<file path="src/rtl/abp_receiver_controller.sv">
// Alternating-bit-protocol receive controller: checks frame sequence bits, delivers
// in-order payloads over AXI-Stream, requests ACKs and counts duplicate/error frames.
module abp_receiver_controller #(
  parameter int ACK_TIMEOUT = 1024,
  parameter int CNT_W       = 16
) (
  input  logic             aclk,
  input  logic             aresetn,
  input  logic             rx_done,
  input  logic             rx_seq_bit,
  input  logic             rx_len_err,
  input  logic [63:0]      rx_value,
  output logic             expected_bit,
  output logic             rx_release,
  output logic             m_tvalid,
  input  logic             m_tready,
  output logic [63:0]      m_tdata,
  output logic             ack_req,
  output logic             ack_bit,
  input  logic             ack_done,
  output logic [CNT_W-1:0] dup_count,
  output logic [CNT_W-1:0] err_count,
  output logic             ack_timeout,
  output logic [1:0]       fsm_state
);

  localparam int TW = (ACK_TIMEOUT > 2) ? $clog2(ACK_TIMEOUT) : 1;
  localparam logic [TW-1:0] TMO_LAST = TW'(ACK_TIMEOUT - 1);
  localparam logic [CNT_W-1:0] CNT_MAX = {CNT_W{1'b1}};

  typedef enum logic [1:0] {
    IDLE     = 2'd0,
    CHECK    = 2'd1,
    DELIVER  = 2'd2,
    SEND_ACK = 2'd3
  } state_t;

  state_t            state, state_d;
  logic              seq_q, seq_d;
  logic              len_err_q, len_err_d;
  logic [63:0]       value_q, value_d;
  logic [TW-1:0]     tmo_q, tmo_d;
  logic              exp_d, ack_bit_d, ack_req_d, m_tvalid_d;
  logic              rx_release_d, ack_timeout_d;
  logic [63:0]       m_tdata_d;
  logic [CNT_W-1:0]  dup_d, err_d;

  assign fsm_state = state;

  // Handshake: m_tdata is held while m_tvalid is high and the beat transfers on the
  // first rising edge where m_tvalid && m_tready; ack_req stays high until an ack_done
  // edge or timeout expiry.
  always_comb begin
    state_d       = state;
    seq_d         = seq_q;
    len_err_d     = len_err_q;
    value_d       = value_q;
    tmo_d         = tmo_q;
    exp_d         = expected_bit;
    ack_bit_d     = ack_bit;
    ack_req_d     = ack_req;
    m_tvalid_d    = m_tvalid;
    m_tdata_d     = m_tdata;
    dup_d         = dup_count;
    err_d         = err_count;
    rx_release_d  = 1'b0;
    ack_timeout_d = 1'b0;

    case (state)
      IDLE: begin
        if (rx_done) begin
          seq_d     = rx_seq_bit;
          len_err_d = rx_len_err;
          value_d   = rx_value;
          state_d   = CHECK;
        end
      end
      CHECK: begin
        if (len_err_q) begin
          if (err_count != CNT_MAX) err_d = err_count + 1'b1;
          rx_release_d = 1'b1;
          state_d      = IDLE;
        end else if (seq_q == expected_bit) begin
          m_tvalid_d = 1'b1;
          m_tdata_d  = value_q;
          state_d    = DELIVER;
        end else begin
          if (dup_count != CNT_MAX) dup_d = dup_count + 1'b1;
          ack_bit_d = seq_q;
          ack_req_d = 1'b1;
          tmo_d     = '0;
          state_d   = SEND_ACK;
        end
      end
      DELIVER: begin
        if (m_tready) begin
          m_tvalid_d = 1'b0;
          exp_d      = ~expected_bit;
          ack_bit_d  = seq_q;
          ack_req_d  = 1'b1;
          tmo_d      = '0;
          state_d    = SEND_ACK;
        end
      end
      SEND_ACK: begin
        // ack_done wins over a coincident expiry.
        if (ack_done) begin
          ack_req_d    = 1'b0;
          rx_release_d = 1'b1;
          state_d      = IDLE;
        end else if (tmo_q == TMO_LAST) begin
          ack_req_d     = 1'b0;
          ack_timeout_d = 1'b1;
          rx_release_d  = 1'b1;
          state_d       = IDLE;
        end else begin
          tmo_d = tmo_q + 1'b1;
        end
      end
      default: state_d = IDLE;
    endcase
  end

  always_ff @(posedge aclk or negedge aresetn) begin
    if (!aresetn) begin
      state        <= IDLE;
      seq_q        <= 1'b0;
      len_err_q    <= 1'b0;
      value_q      <= '0;
      tmo_q        <= '0;
      expected_bit <= 1'b0;
      ack_bit      <= 1'b0;
      ack_req      <= 1'b0;
      m_tvalid     <= 1'b0;
      m_tdata      <= '0;
      dup_count    <= '0;
      err_count    <= '0;
      rx_release   <= 1'b0;
      ack_timeout  <= 1'b0;
    end else begin
      state        <= state_d;
      seq_q        <= seq_d;
      len_err_q    <= len_err_d;
      value_q      <= value_d;
      tmo_q        <= tmo_d;
      expected_bit <= exp_d;
      ack_bit      <= ack_bit_d;
      ack_req      <= ack_req_d;
      m_tvalid     <= m_tvalid_d;
      m_tdata      <= m_tdata_d;
      dup_count    <= dup_d;
      err_count    <= err_d;
      rx_release   <= rx_release_d;
      ack_timeout  <= ack_timeout_d;
    end
  end

endmodule
</file>
<file path="config.mk">
export PLATFORM = sky130hd
export DESIGN_NAME = abp_receiver_controller
export DESIGN_NICKNAME = d
export VERILOG_FILES = /design/src/rtl/abp_receiver_controller.sv
export SDC_FILE = /design/constraint.sdc
export NUM_CORES = 1
export LEC_CHECK = 0
export CAP_MARGIN = 20
export CORE_UTILIZATION = 45
export CTS_CLUSTER_DIAMETER = 40
export CTS_CLUSTER_SIZE = 12
export DETAILED_ROUTE_END_ITERATION = 8
export GPL_TIMING_DRIVEN = 0
export PLACE_DENSITY_LB_ADDON = 0.12
export SYNTH_ARGS = -nofsm -noshare
export SYNTH_HDL_FRONTEND = slang
export SYNTH_SLANG_ARGS = --single-unit
</file>
<file path="constraint.sdc">
create_clock -name aclk -period 1.7 [get_ports aclk]
set_input_delay 0.425 -clock aclk [delete_from_list [all_inputs] [get_ports aclk]]
set_output_delay 0.425 -clock aclk [all_outputs]
set_load 0.01 [all_outputs]
</file>
# After elaboration in Yosys (flattened, before gate mapping)
# Cells that the tools add are included.
# totals
input_bits,71
output_inout_bits,104
romBits,0
ram_bits,0
latchBits,0
elab_cells,81
register_bits,180
memories,0
# op_classes
shifts,0
muxes,33
mul,0
div_mod_pow,0
n_eq_ne,15
n_addsub,3
bitwise_logic,3
order_cmp,0
n_reduce_logical,13
# ops
operator,count
10-bit two-way mux,5
16-bit by 1-bit adder with 16-bit output (second input constant),2
16-bit inequality test (second input constant),2
10-bit one-hot mux with 3 select lines,1
1-bit two-way mux,17
2-bit inequality test (second input constant),7
4-bit AND reduction,3
10-bit by 1-bit adder with 10-bit output (second input constant),1
10-bit == test (second input constant),1
2-bit two-way mux,5
3-bit AND reduction,3
2-bit one-hot mux with 4 select lines,1
1-bit one-hot mux with 2 select lines,3
6-bit AND reduction,1
5-bit AND reduction,1
2-bit == test (second input constant),2
2-bit AND reduction,2
3-bit inequality test (second input constant),1
1-bit inverter,3
1-bit one-hot mux with 3 select lines,1
3-bit nonzero test,1
2-bit by 1-bit == test with 1-bit output (second input constant),1
2-bit logical NOT,1
2-bit nonzero test,1
1-bit == test,1

# Logic depth before layout (Yosys ltp)
# logic_depth
depth_word,4
ltp_mapped,6
ltp_nobuf,5

# Worst setup path after synthesis
# Ideal clock, no wire load.
# synth_path
path_kind,register to register
startpoint,reg expected_bit
endpoint,reg m_tdata[3]
path_stages_with_launch,6
setup_ns,0.125
required_ns,1.575
arrival_ns,1.552
setup_slack_ns,0.023
period_less_slack_ns,1.677
n_path_buf,2
cell_sequence,dfrtp_1 > xor2_1 > nand2b_1 > buf_4 > buf_6 > mux2_2
# synth_between
elab_chain_cells,2
# synth_rtl
item,line_no,source
start: declaration,13,"output logic expected_bit,"
start signal: assignment,146,expected_bit <= exp_d;
1-bit == test,83,end else if (seq_q == expected_bit) begin
3-bit AND reduction (no source line),-,
end signal: assignment,150,m_tdata <= m_tdata_d;
end: declaration,17,"output logic [63:0] m_tdata,"
# No other way between the ends.
# A chain may end at the register's enable or synchronous reset.

# Worst setup path in the final report
# layout_path
startpoint,reg tmo_q[3]
endpoint,reg tmo_q[3]
# layout_between
elab_chain_cells,4
elab_cells_between_ends,7
classes_between,add/sub (1); eq/ne (2); mux (3); reduce/logical (1)
# layout_rtl
item,line_no,source
start: declaration,42,"logic [TW-1:0] tmo_q, tmo_d;"
start signal: assignment,145,tmo_q <= tmo_d;
10-bit by 1-bit adder with 10-bit output,117,tmo_d = tmo_q + 1'b1;
10-bit two-way mux,111,end else if (tmo_q == TMO_LAST) begin
10-bit two-way mux,107,if (ack_done) begin
10-bit one-hot mux with 3 select lines,69,case (state)
# Parallel ways exist; a longest one is shown, timed or not. The select of a mux whose other input is x is not followed.

==> results.cfg <==
[logic_synthesis]
synthArstFlopShare_pct = 100
syn_inst = 515
synth_area_sq_um = 7470
yosys_warnings = 0
synth_ff_type = dfrtp_1
syn_nets = 589
syn_area_per_cell_sq_um = 14.5
yosysSeqAreaShare_pct = 60.3
synth-edff-count = 0
synth_cell_type_count = 56
synth_seq_cells = 180

[grt]
track_usage_pct = 20.1
antenna_found_initial = 0
grt_first_pass_wirelength_um = 25900
grt_max_degree = 116
grt_pass1_vias = 5062
grt_overflow = 0

[place]
place_area_sq_um = 9510
place_congestion = 0.799
port_buffers = 174
dpl.hpwl_um = 11100
place_ws_ns = -0.777

[worst_setup_path]
cp_slowest_cell = or3_4
worstSetupPathType = flop to flop
required_ns = 2.00
path_cells = nand4_1 -> or3_4 -> a311oi_1 -> mux2i_1
cp_max_fo = 6
end_kind = flop
crit_cells = 4
crit_family = simple AND/OR/NAND/NOR gates
r2r_cells = 4
startpoint_type = flop
arrival_ns = 1.99
max_stage_delay_ns = 0.50
path_buf_inv = 0

[cells_and_area]
multi_input_area_sq_um = 3040
post-route-util_pct = 66.0
layout.nets = 811
fill_cells = 1193
drive_gt1_share_pct = 34.8
syn2layout_area_growth_pct = 41.9
design_area_sq_um = 10600
register_area_sq_um = 4510
final_common_cell = dfrtp_1
final_cell_mix = dfrtp_1, mux2_2, dlygate4sd2_1
antenna_cells = 0

[floorplan]
core_area_sq_um = 16100
die_height_um = 131
io_pins = 175
die_w_um = 131
initial_core_util_pct = 46.5
rows = 46
die-area_sq_um = 17100

[clocking]
clk_latency_ns = 0.43
cts.sinks = 180
cts_tree = yes
cts.clk_slew.worst_paths_ns = 0.07
cts_made_buffers = 17
cts_root_buf = clkbuf_16
clock_path_buffers = 2
htree_levels = 4

[sta]
timing.slew.headroom_pct = 60.6
setup_slack_ns = 0.0111
finalHoldViolations = 0
post-route-period-util_pct = 99.3
fin_skew_ns = 0.00958
finalSetupTns_ns = 0
fmax_mhz = 592
worst_pin_slew_ns = 0.591
period_minus_slack_ns = 1.69
rsz0062_at_grt = true
drv_slew = 0
setup_viol = 0

[power]
power_density_nw_per_um2 = 1590
p_leak_nw = 4.96
total_power_mw = 16.8
max-vdd-ir-drop_uv = 775

[run]
cap_viol_max_count = 0

[route]
remaining_drc_errors = 0
dr.pass1.iters = 4
drt-wirelength-per-cell_um = 17.0
drtIter0Drc = 213
via_per_inst = 5.16
antenna_left = 0
totalWireLength_um = 16400
via_count = 4977

[hold_path]
hold_class = flop to flop
worstHoldPathCells = 2

[run_status]
status = complete, no violations
## worst paths after layout
check,start,end,slack (ns)
min,m_tvalid,m_tvalid,0.48
max,tmo_q[3],tmo_q[3],0.01
max in group asynchronous,aresetn,expected_bit,0.20
max reg2reg,tmo_q[3],tmo_q[3],0.01
min reg2reg,m_tvalid,m_tvalid,0.48
min in group asynchronous,aresetn,m_tdata[29],0.53
## repair_timing
action / 4_1_cts / 5_1_grt
pin swaps: 6 / 6
buffers inserted: 16 / 8
endpoints found under the setup margin: 236 / 125
gates resized for setup: 145 / 40
hold endpoints to repair: 65 / 0
cloned: 0 / 4
hold buffers: 1 / 0
## per-layer routing
metal	track usage, %	part of all wire [%]	routed length (um)
met5	0	0	0
met1	25.3	43	7010
met3	7.65	7.7	1270
met2	31.2	47	7730
met4	8.52	2.6	427
## cell usage after synthesis, types with 5 or more instances
| cell | instances | share of area, % |
|---|---|---|
| mux2_1 | 18 | 2.7 |
| xor2_1 | 20 | 2.3 |
| dfrtp_1 | 180 | 60 |
| nor2_1 | 11 | 0.55 |
| and3_1 | 6 | 0.50 |
| o211ai_1 | 5 | 0.50 |
| nor4_2 | 8 | 1.3 |
| o21ai_0 | 8 | 0.54 |
| nor3_1 | 6 | 0.40 |
| o31ai_1 | 5 | 0.50 |
| mux2_2 | 115 | 17 |
| nand4_1 | 8 | 0.67 |
| nand3_1 | 16 | 1.1 |
| buf_6 | 6 | 0.90 |
| buf_2 | 11 | 0.74 |
| a211oi_1 | 5 | 0.50 |
| xnor2_1 | 12 | 1.4 |
| nand2_1 | 16 | 0.80 |
## where the power goes
| part | switching, mW | internal, mW |
|---|---|---|
| logic | 2.42 | 3.51 |
| registers | 0.968 | 6.05 |
| clock network | 1.58 | 2.32 |
| total | 4.97 | 11.9 |
## layout make-up
| class | count | share of cell area (%) |
|---|---|---|
| multi-input cells | 310 | 28.7 |
| inverters | 5 | 0.213 |
| clock inverters | 7 | 0.897 |
| plain buffers | 19 | 2.09 |
| repair buffers | 204 | 18.3 |
| flip-flops and latches | 180 | 42.6 |
| clock buffers | 24 | 4.64 |
| well taps | 216 | 2.55 |
## cells by family (layout without fill, tap and decap cells)
group | count (synthesis) | in the layout | synth area share (%)
DFF | 180 | 180 | 60.3
AOI/OAI and AO/OA | 36 | 36 | 3.33
buffers and inverters | 25 | 259 | 2.14
muxes | 134 | 134 | 20.2
and+or+nand+nor | 105 | 105 | 9.77
xor gates and xnor gates | 32 | 32 | 3.75
adders and majority gates | 3 | 3 | 0.503
## worst min-delay path, stage by stage, from the launching register on
cell     delay, ns
dfrtp_1       0.34
nand2_1       0.05
nand2_1       0.05
## flip-flops by register name (all words and copies together) (netlist names), named ones only
name,count
m_tdata,64
value_q,64
dup_count,16
err_count,16
tmo_q,10
ack_bit,1
ack_req,1
ack_timeout,1
expected_bit,1
fsm_state,1
len_err_q,1
m_tvalid,1
rx_release,1
seq_q,1
## through the flow
stage	hold WS, ns	std cells
detailed placement	0.401	906
CTS	0.481	953
global placement	0.462	905
floorplan	0.129	515
global route	0.501	965
finish	0.476	965
Note: power is estimated with default switching activity, not from simulation.
